$ cat config.mk
export PLATFORM = sky130hd
export DESIGN_NAME = tof_bram_rd_arbiter_flat
export DESIGN_NICKNAME = d
export VERILOG_FILES = /design/src/rtl/tof_pkg.sv /design/src/rtl/tof_bram_rd_arbiter_if.sv /design/src/rtl/tof_rd_pipe.sv /design/src/rtl/tof_bram_rd_arbiter.sv /design/src/flat_wrapper.sv
export SDC_FILE = /design/constraint.sdc
export NUM_CORES = 1
export LEC_CHECK = 0
export ABC_AREA = 1
export CAP_MARGIN = 5
export CORE_UTILIZATION = 51
export CTS_BUF_LIST = sky130_fd_sc_hd__clkbuf_16
export DETAILED_ROUTE_END_ITERATION = 8
export MAX_ROUTING_LAYER = met4
export PLACE_DENSITY_LB_ADDON = 0.12
export SETUP_SLACK_MARGIN = 0.02
export SYNTH_ARGS = -nofsm -noshare
export SYNTH_HDL_FRONTEND = slang
export SYNTH_SLANG_ARGS = --single-unit
$ cat constraint.sdc
create_clock -name clk -period 4.49 [get_ports clk]
set_input_delay 0.898 -clock clk [delete_from_list [all_inputs] [get_ports clk]]
set_output_delay 0.898 -clock clk [all_outputs]
set_load 0.1 [all_outputs]
$ cat src/rtl/tof_pkg.sv
// tof_pkg: types shared by the ToF BRAM read path.
// BRAM geometry, requester IDs, read FSM states, read-pipe tag.
package tof_pkg;

    localparam int BRAM_ADDR_W = 9;
    localparam int BRAM_DATA_W = 16;
    localparam int BRAM_LEN_W  = 10;

    localparam logic REQ_SURF  = 1'b0;
    localparam logic REQ_PLANE = 1'b1;

    typedef enum logic [1:0] {
        IDLE,
        ISSUE,
        DRAIN
    } rd_state_e;

    typedef struct packed {
        logic valid;
        logic owner;
        logic last;
    } rd_tag_t;

endpackage

$ cat src/rtl/tof_bram_rd_arbiter_if.sv
// tof_bram_rd_arbiter_if: requester, BRAM port-B and status signals.
// master = the arbiter, slave = requesters plus BRAM.
interface tof_bram_rd_arbiter_if #(
    parameter int ADDR_W = tof_pkg::BRAM_ADDR_W,
    parameter int DATA_W = tof_pkg::BRAM_DATA_W,
    parameter int LEN_W  = tof_pkg::BRAM_LEN_W
);

    logic              wr_busy;
    logic              req_0;
    logic              req_1;
    logic [ADDR_W-1:0] req_addr_0;
    logic [ADDR_W-1:0] req_addr_1;
    logic [LEN_W-1:0]  req_len_0;
    logic [LEN_W-1:0]  req_len_1;
    logic              ack_0;
    logic              ack_1;
    logic              dvalid_0;
    logic              dvalid_1;
    logic              dlast_0;
    logic              dlast_1;
    logic [DATA_W-1:0] rd_data;
    logic [ADDR_W-1:0] bram_addrb;
    logic [DATA_W-1:0] bram_doutb;
    logic              busy;

    modport master (
        input  wr_busy,
        input  req_0,
        input  req_1,
        input  req_addr_0,
        input  req_addr_1,
        input  req_len_0,
        input  req_len_1,
        output ack_0,
        output ack_1,
        output dvalid_0,
        output dvalid_1,
        output dlast_0,
        output dlast_1,
        output rd_data,
        output bram_addrb,
        input  bram_doutb,
        output busy
    );

    modport slave (
        output wr_busy,
        output req_0,
        output req_1,
        output req_addr_0,
        output req_addr_1,
        output req_len_0,
        output req_len_1,
        input  ack_0,
        input  ack_1,
        input  dvalid_0,
        input  dvalid_1,
        input  dlast_0,
        input  dlast_1,
        input  rd_data,
        input  bram_addrb,
        output bram_doutb,
        input  busy
    );

endinterface

$ cat src/rtl/tof_rd_pipe.sv
// tof_rd_pipe: RD_LAT-deep shift of {valid, owner, last} tags.
// Tags line up with BRAM read data at the output stage.
module tof_rd_pipe
    import tof_pkg::*;
#(
    parameter int RD_LAT = 1
) (
    input  logic    clk,
    input  logic    rst_n,
    input  rd_tag_t tag_in,
    output rd_tag_t tag_out,
    output logic    in_flight
);

    rd_tag_t stg [RD_LAT];

    // shift tags one stage per cycle; reset drops everything in flight
    always_ff @(posedge clk or negedge rst_n) begin
        if (!rst_n) begin
            for (int i = 0; i < RD_LAT; i++) begin
                stg[i] <= '0;
            end
        end else begin
            stg[0] <= tag_in;
            for (int i = 1; i < RD_LAT; i++) begin
                stg[i] <= stg[i-1];
            end
        end
    end

    assign tag_out = stg[RD_LAT-1];

    // any valid tag still travelling, output stage included
    always_comb begin
        in_flight = 1'b0;
        for (int i = 0; i < RD_LAT; i++) begin
            in_flight = in_flight | stg[i].valid;
        end
    end

endmodule

$ cat src/rtl/tof_bram_rd_arbiter.sv
// tof_bram_rd_arbiter: round-robin burst arbiter for ToF BRAM port B.
// Serves the surface and plane-fit paths one whole burst at a time.
module tof_bram_rd_arbiter
    import tof_pkg::*;
#(
    parameter int ADDR_W = BRAM_ADDR_W,
    parameter int DATA_W = BRAM_DATA_W,
    parameter int LEN_W  = BRAM_LEN_W,
    parameter int RD_LAT = 1
) (
    input logic                   clk,
    input logic                   rst_n,
    tof_bram_rd_arbiter_if.master bus
);

    rd_state_e         state;
    logic              rr_last;
    logic [ADDR_W-1:0] cur_addr;
    logic [ADDR_W-1:0] addr_q;
    logic [LEN_W-1:0]  remaining;
    logic              ack_0_q;
    logic              ack_1_q;
    logic              busy_q;
    rd_tag_t           iss_tag;
    rd_tag_t           pipe_out;
    logic              pipe_busy;

    logic              any_req;
    logic              gnt_id;
    logic [ADDR_W-1:0] gnt_addr;
    logic [LEN_W-1:0]  gnt_len;
    logic [DATA_W-1:0] rd_word;

    // pick the winner; a tie goes to the requester not served last
    always_comb begin
        any_req = bus.req_0 | bus.req_1;
        gnt_id  = REQ_SURF;
        unique case (1'b1)
            bus.req_0 && bus.req_1:
                gnt_id = (rr_last == REQ_SURF) ? REQ_PLANE : REQ_SURF;
            bus.req_1 && !bus.req_0:
                gnt_id = REQ_PLANE;
            default:
                gnt_id = REQ_SURF;
        endcase
        gnt_addr = (gnt_id == REQ_PLANE) ? bus.req_addr_1 : bus.req_addr_0;
        gnt_len  = (gnt_id == REQ_PLANE) ? bus.req_len_1 : bus.req_len_0;
    end

    // burst FSM: the grant edge issues beat 0, ISSUE the rest
    always_ff @(posedge clk or negedge rst_n) begin
        if (!rst_n) begin
            state     <= IDLE;
            rr_last   <= REQ_PLANE;
            cur_addr  <= '0;
            addr_q    <= '0;
            remaining <= '0;
            ack_0_q   <= 1'b0;
            ack_1_q   <= 1'b0;
            busy_q    <= 1'b0;
            iss_tag   <= '0;
        end else begin
            ack_0_q       <= 1'b0;
            ack_1_q       <= 1'b0;
            iss_tag.valid <= 1'b0;
            iss_tag.last  <= 1'b0;
            unique case (state)
                IDLE: begin
                    if (!bus.wr_busy && any_req) begin
                        ack_0_q       <= (gnt_id == REQ_SURF);
                        ack_1_q       <= (gnt_id == REQ_PLANE);
                        busy_q        <= 1'b1;
                        rr_last       <= gnt_id;
                        iss_tag.owner <= gnt_id;
                        if (gnt_len == '0) begin
                            state <= DRAIN;
                        end else begin
                            addr_q        <= gnt_addr;
                            iss_tag.valid <= 1'b1;
                            iss_tag.last  <= (gnt_len == LEN_W'(1));
                            cur_addr      <= gnt_addr + ADDR_W'(1);
                            remaining     <= gnt_len - LEN_W'(1);
                            state <= (gnt_len == LEN_W'(1)) ? DRAIN : ISSUE;
                        end
                    end
                end
                ISSUE: begin
                    addr_q        <= cur_addr;
                    iss_tag.valid <= 1'b1;
                    iss_tag.last  <= (remaining == LEN_W'(1));
                    cur_addr      <= cur_addr + ADDR_W'(1);
                    remaining     <= remaining - LEN_W'(1);
                    if (remaining == LEN_W'(1)) begin
                        state <= DRAIN;
                    end
                end
                DRAIN: begin
                    if (!iss_tag.valid && !pipe_busy) begin
                        state  <= IDLE;
                        busy_q <= 1'b0;
                    end
                end
                default: state <= IDLE;
            endcase
        end
    end

    tof_rd_pipe #(
        .RD_LAT (RD_LAT)
    ) u_rd_pipe (
        .clk       (clk),
        .rst_n     (rst_n),
        .tag_in    (iss_tag),
        .tag_out   (pipe_out),
        .in_flight (pipe_busy)
    );

    assign rd_word = bus.bram_doutb;

    assign bus.ack_0      = ack_0_q;
    assign bus.ack_1      = ack_1_q;
    assign bus.busy       = busy_q;
    assign bus.bram_addrb = addr_q;
    assign bus.rd_data    = rd_word;
    assign bus.dvalid_0   = pipe_out.valid && (pipe_out.owner == REQ_SURF);
    assign bus.dvalid_1   = pipe_out.valid && (pipe_out.owner == REQ_PLANE);
    assign bus.dlast_0    = pipe_out.valid && pipe_out.last
                            && (pipe_out.owner == REQ_SURF);
    assign bus.dlast_1    = pipe_out.valid && pipe_out.last
                            && (pipe_out.owner == REQ_PLANE);

endmodule

$ cat src/flat_wrapper.sv
// flat-port wrapper written by rule: the top's interface ports become plain ports
module tof_bram_rd_arbiter_flat import tof_pkg::*;
#(
    parameter int ADDR_W = BRAM_ADDR_W,
    parameter int DATA_W = BRAM_DATA_W,
    parameter int LEN_W  = BRAM_LEN_W,
    parameter int RD_LAT = 1
)
  (clk, rst_n, bus_wr_busy, bus_req_0, bus_req_1, bus_req_addr_0, bus_req_addr_1, bus_req_len_0, bus_req_len_1, bus_ack_0, bus_ack_1, bus_dvalid_0, bus_dvalid_1, bus_dlast_0, bus_dlast_1, bus_rd_data, bus_bram_addrb, bus_bram_doutb, bus_busy);
  tof_bram_rd_arbiter_if #(.ADDR_W(ADDR_W), .DATA_W(DATA_W), .LEN_W(LEN_W)) bus_i ();
  input logic clk;
  input logic rst_n;
  input wire logic [$bits(bus_i.wr_busy)-1:0] bus_wr_busy;
  input wire logic [$bits(bus_i.req_0)-1:0] bus_req_0;
  input wire logic [$bits(bus_i.req_1)-1:0] bus_req_1;
  input wire logic [$bits(bus_i.req_addr_0)-1:0] bus_req_addr_0;
  input wire logic [$bits(bus_i.req_addr_1)-1:0] bus_req_addr_1;
  input wire logic [$bits(bus_i.req_len_0)-1:0] bus_req_len_0;
  input wire logic [$bits(bus_i.req_len_1)-1:0] bus_req_len_1;
  output wire logic [$bits(bus_i.ack_0)-1:0] bus_ack_0;
  output wire logic [$bits(bus_i.ack_1)-1:0] bus_ack_1;
  output wire logic [$bits(bus_i.dvalid_0)-1:0] bus_dvalid_0;
  output wire logic [$bits(bus_i.dvalid_1)-1:0] bus_dvalid_1;
  output wire logic [$bits(bus_i.dlast_0)-1:0] bus_dlast_0;
  output wire logic [$bits(bus_i.dlast_1)-1:0] bus_dlast_1;
  output wire logic [$bits(bus_i.rd_data)-1:0] bus_rd_data;
  output wire logic [$bits(bus_i.bram_addrb)-1:0] bus_bram_addrb;
  input wire logic [$bits(bus_i.bram_doutb)-1:0] bus_bram_doutb;
  output wire logic [$bits(bus_i.busy)-1:0] bus_busy;
  assign bus_i.wr_busy = bus_wr_busy;
  assign bus_i.req_0 = bus_req_0;
  assign bus_i.req_1 = bus_req_1;
  assign bus_i.req_addr_0 = bus_req_addr_0;
  assign bus_i.req_addr_1 = bus_req_addr_1;
  assign bus_i.req_len_0 = bus_req_len_0;
  assign bus_i.req_len_1 = bus_req_len_1;
  assign bus_ack_0 = bus_i.ack_0;
  assign bus_ack_1 = bus_i.ack_1;
  assign bus_dvalid_0 = bus_i.dvalid_0;
  assign bus_dvalid_1 = bus_i.dvalid_1;
  assign bus_dlast_0 = bus_i.dlast_0;
  assign bus_dlast_1 = bus_i.dlast_1;
  assign bus_rd_data = bus_i.rd_data;
  assign bus_bram_addrb = bus_i.bram_addrb;
  assign bus_i.bram_doutb = bus_bram_doutb;
  assign bus_busy = bus_i.busy;
  tof_bram_rd_arbiter #(.ADDR_W(ADDR_W), .DATA_W(DATA_W), .LEN_W(LEN_W), .RD_LAT(RD_LAT)) u_core (.clk(clk), .rst_n(rst_n), .bus(bus_i));
endmodule
==> results of run 1 <==
## routing by layer
layer | share of wire | track usage | vias up
met3 | 0.041 | 0.04762 | 18
met1 | 0.42 | 0.2901 | 1257
li1 | - | - | 1375
met4 | 0.019 | 0.06923 | 0
met2 | 0.52 | 0.4438 | 62
met5 | 0 | - | -
## report_power, final
part,switching (mW),internal (mW),total [mW]
Combinational,1.10,0.442,1.54
Sequential,0.108,0.532,0.639
Clock,0.140,0.258,0.399
## state kept, by name (all words and copies together), names as in the netlist
signal and flops:
u_core.bus.busy 1, u_core.iss_tag 3, u_core.cur_addr 9, u_core.u_rd_pipe.in_flight 1
u_core.u_rd_pipe.tag_out 2, u_core.rr_last 1, u_core.bus.ack_1 1, u_core.remaining 10
u_core.state 2, u_core.bus.ack_0 1, u_core.bus.bram_addrb 9
## area by class of cell
cell class / instances / area (um2)
Clock buffer: 5 / 125.1
Clock inverter: 3 / 37.54
Fill cell: 491 / 1780
Inverter: 57 / 214.0
Multi-Input combinational cell: 292 / 1393
Sequential cell: 40 / 1002
Tap cell: 70 / 87.58
Timing Repair Buffer: 61 / 598.1
## synthesized netlist by cell type, drive strengths merged
master and instances:
o211ai 1, inv 57, nand3 55, clkbuf 3, dfstp 1, a31oi 1, nand3b 7, nand4 4
nand2 148, a21oi 5, o31ai 1, buf 28, xnor2 2, nor3 2, ha 3, a22oi 1
nor2 33, dfrtp 39, o21ai 23, o21bai 3, xor2 3
## worst paths after layout
check | startpoint | endpoint | depth (start not counted)
max reg2reg | u_core.state[1] | u_core.cur_addr[8] | 11
max | bus_req_0 | u_core.remaining[1] | 12
min | u_core.iss_tag[0] | u_core.u_rd_pipe.tag_out[0] | 0
min reg2reg | u_core.iss_tag[0] | u_core.u_rd_pipe.tag_out[0] | 0
max in group asynchronous | rst_n | u_core.cur_addr[5] | 1
min in group asynchronous | rst_n | u_core.u_rd_pipe.tag_out[1] | 1
## through the flow
step / utilization / hold slack [ns] / setup WS (ns)
floorplan: - / 0.3312 / 1.142
global placement: 0.6290 / 0.3351 / 1.199
detailed placement: 0.6290 / 0.3356 / 1.066
CTS: 0.6601 / 0.3481 / 1.350
global route: 0.6601 / 0.3564 / 1.135
finish: 0.6601 / 0.3478 / 1.337
## cells by family after synthesis
group / share of synthesized area
and+or+nand+nor: 0.3777
buffers and inverters: 0.1583
DFF: 0.3522
AOI/OAI and AO/OA: 0.08312
xor gates and xnor gates: 0.01539
adders and majority gates: 0.01319
==> flow_summary.yaml, run 1 <==
routing:
  viasPerCell: 5.136
  drt_iter0_markers: 192
  drc: 0
  num_vias: 2712
  ant_nets: 0
  wire_per_inst_um: 12.75
  firstDrtPassIters: 4
  finalWirelength_um: 6731
clock_tree:
  cts_htree_levels: 2
  holdBufCountCts: 0
  numCtsBuffers: 5
  cts_setup_buffers: 0
  clk_pin_slew_ns: 0.06
  cts_tree: "yes"
  clock_latency_ns: 0.28
  cts_root_buf: "clkbuf_16"
  cts-resized-gates: 0
  clockBufferDepth: 2
  cts.sinks: 40
critical_path:
  worstPathArrival_ns: 3.31
  crit_chain: "clkdlybuf4s50_1, nand2_2, nand2_2, nand2_1, nand2_1, nand2_1, nor2_2, nand2_2, o21ai_4, nand2_4, nand2_1, o21ai_2"
  critPathTopFamily: "simple AND/OR/NAND/NOR gates"
  crit_path_start_kind: "primary input"
  end_kind: "flop"
  cpMostUsedCell: "nand2_1"
  critPathSlowestCell: "clkdlybuf4s50_1"
  worstSetupPathType: "primary input to flop"
  worstPathRequired_ns: 4.65
  ff2ff_setup_slack_ns: 1.73
  crit_buf_inv: 1
  cp_max_fo: 34
  critPathMaxStageDelay_ns: 0.50
floorplanning:
  num_rows: 26
  core_mm2: 0.005238
  ios: 91
  die_x_um: 76.69
  start_util: 0.5432
  dieArea_mm2: 0.005881
  die_h_um: 76.69
layout:
  diodes: 0
  syn_to_final_growth_pct: 21.50
  drive_above_1_share: 0.07205
  design_area_mm2: 0.003457
  layout_common_cells: "nand2_1, clkdlybuf4s50_1, inv_1"
  layout_commonest_cell: "nand2_1"
  fin_cells: 528
  final_nets: 519
yosys:
  ys_warn_count: 0
  ys_seq_area_frac: 0.3522
  yosys.area.top_type_share: 0.3430
  synthTopCellsByArea: "dfrtp_1, nand2_1, nand3_1"
  ys_types: 31
  netlist_area_mm2: 0.002845
  syn_nets: 482
  syn_avg_cell_area_um2: 6.774
  synth.largest_area_cell: "dfrtp_1"
  ys_seq_elements: 40
  synth_cells: 420
placement:
  portBuffers: 58
  place.gp.congestion: 0.9375
  place_area_mm2: 0.003294
  place_inst: 520
  dp.final_hpwl_um: 4883
flow_run:
  maxCapViolCount: 0
timing:
  drv_slew: 0
  period_minus_slack_ns: 3.153
  finalHoldViolCount: 0
  setup_viol: 0
  max_freq_mhz: 317.1
  tightestPinTransition_ns: 0.9697
  period_share: 0.7023
  fin_setup_tns_ns: 0
  rsz0062_at_grt: "false"
  skew_ns: 0.005718
  worst_slew_margin_rel: 0.3515
global_routing:
  overflow: 0
  grt_pass1_vias: 2570
  grt_max_degree: 41
  antenna_found_initial: 0
  grt_pass1_wl_um: 11480
  track_usage: 0.2515
run_status:
  status: "finished, final reports clean"
power_and_ir_drop:
  totalPowerFinal_mw: 2.581
  irDropWorstVdd_mv: 0.4537
  pwr_density_cell_mw_per_mm2: 746.5
  leakagePower_nw: 1.796
hold_path:
  min_path_type: "flop to flop"
(Power assumes the default switching activity.)
==> run 2, diff against run 1 <==
- CORE_UTILIZATION: 51 -> 47
- clock period: 4.49 -> 3.2 ns (I/O delays scaled with it)
==> flow_summary.yaml, run 2 (same netlist as run 1, synthesis figures left out) <==
timing:
  tightestPinTransition_ns: 0.9478
  setup_viol: 0
  worst_slack_ns: 0.7019
  period_minus_slack_ns: 2.498
  worst_slew_margin_rel: 0.3681
  fin_setup_tns_ns: 0
  skew_ns: 0.005527
  drv_slew: 0
  rsz0062_at_grt: "false"
  max_freq_mhz: 400.3
  finalHoldViolCount: 0
  hold-worst-slack_ns: 0.3534
  period_share: 0.7806
floorplanning:
  ios: 91
  start_util: 0.5013
  die_x_um: 79.81
  core_mm2: 0.005675
  die_h_um: 79.81
  num_rows: 27
  dieArea_mm2: 0.006369
layout:
  syn_to_final_growth_pct: 20.76
  layout_common_cells: "nand2_1, inv_1, nand3_1"
  drive_above_1_share: 0.1188
  regMostFlops: "u_core.remaining"
  layout_commonest_cell: "nand2_1"
  final_nets: 525
  largest_reg_flops: 10
  diodes: 0
placement:
  portBuffers: 58
  place_ws_ns: 0.4169
  place.gp.congestion: 0.8628
  dp.final_hpwl_um: 5175
power_and_ir_drop:
  leakagePower_nw: 1.839
  swShare: 0.5345
  clock_power_share: 0.136
  pwr_density_cell_mw_per_mm2: 1036
  seqPwrFrac: 0.252
  irDropWorstVdd_mv: 0.8769
  p_int_mw: 1.657
  p_comb_frac: 0.612
  p_switching_mw: 1.903
routing:
  finalWirelength_um: 6877
  ant_nets: 0
  wire_per_inst_um: 12.85
  num_vias: 2724
  viasPerCell: 5.092
  firstDrtPassIters: 4
  drt_iter0_markers: 115
  drc: 0
global_routing:
  track_usage: 0.2384
  grt_pass1_wl_um: 11500
  grt_pass1_vias: 2666
  grt_max_degree: 41
  antenna_found_initial: 0
  overflow: 0
run_status:
  status: "finished, final reports clean"
clock_tree:
  cts_htree_levels: 2
  cts_tree: "yes"
  numCtsBuffers: 5
  cts_setup_buffers: 0
  clockBufferDepth: 2
  cts.sinks: 40
  cts-resized-gates: 0
  cts_root_buf: "clkbuf_16"
  clk_pin_slew_ns: 0.06
  holdBufCountCts: 0
  clock_latency_ns: 0.28
critical_path:
  crit_path_start_kind: "primary input"
  worstPathRequired_ns: 3.36
  worstSetupPathType: "primary input to flop"
  worstPathArrival_ns: 2.66
  cp_max_fo: 34
  end_kind: "flop"
flow_run:
  maxCapViolCount: 0
hold_path:
  min_path_type: "flop to flop"
-- run 2: worst max-delay path, stage by stage --
cell	delay [ns]
clkdlybuf4s50_1	0.49
nand2_2	0.07
nand2_2	0.19
buf_4	0.23
inv_2	0.05
nand2_1	0.05
nand2_1	0.06
inv_1	0.07
nand2_1	0.11
o21ai_4	0.22
nand2_4	0.24
nand2_1	0.16
o21ai_2	0.06
-- run 2: cell type report --
class | instances | area, um2
Fill cell | 549 | 2240
Multi-Input combinational cell | 292 | 1393
Sequential cell | 40 | 1002
Timing Repair Buffer | 67 | 603.1
Inverter | 57 | 214.0
Clock buffer | 5 | 125.1
Tap cell | 72 | 90.09
Clock inverter | 2 | 8.758
-- run 2: final timing paths --
kind	cells past startpoint	startpoint	slack (ns)	endpoint
setup / recovery	13	bus_req_0	0.70	u_core.cur_addr[4]
hold / removal	0	u_core.iss_tag[0]	0.35	u_core.u_rd_pipe.tag_out[0]
setup reg to reg	12	u_core.rr_last	1.02	u_core.cur_addr[4]
hold reg to reg	0	u_core.iss_tag[0]	0.35	u_core.u_rd_pipe.tag_out[0]
max in group asynchronous	1	rst_n	2.10	u_core.cur_addr[4]
min in group asynchronous	1	rst_n	0.50	u_core.bus.busy
-- run 2: power groups by stage --
| stage | combinational [mW] | sequential [mW] | clock, mW |
|---|---|---|---|
| 2_1_floorplan | 1.40 | 1.33 | 0 |
| 3_3_place_gp | 2.16 | 0.898 | 0 |
| 3_5_place_dp | 2.18 | 0.902 | 0 |
| 4_1_cts | 2.19 | 0.898 | 0.484 |
| 5_1_grt | 2.41 | 0.925 | 0.508 |
| 6_report | 2.18 | 0.897 | 0.483 |
-- run 2: through the flow --
stage          instances  power [mW]  area [um2]    util
6_report             535       3.560        3436  0.6054
2_1_floorplan        420       2.722        2845       -
3_5_place_dp         528       3.085        3302  0.5818
4_1_cts              535       3.574        3436  0.6054
3_3_place_gp         528       3.056        3302  0.5818
5_1_grt              535       3.840        3436  0.6054
-- run 2: layer usage --
layer	GRT usage	part of all wire
met1	0.2620	0.43
met2	0.4436	0.52
met3	0.03657	0.044
met4	0.06607	0.011
met5	-	0
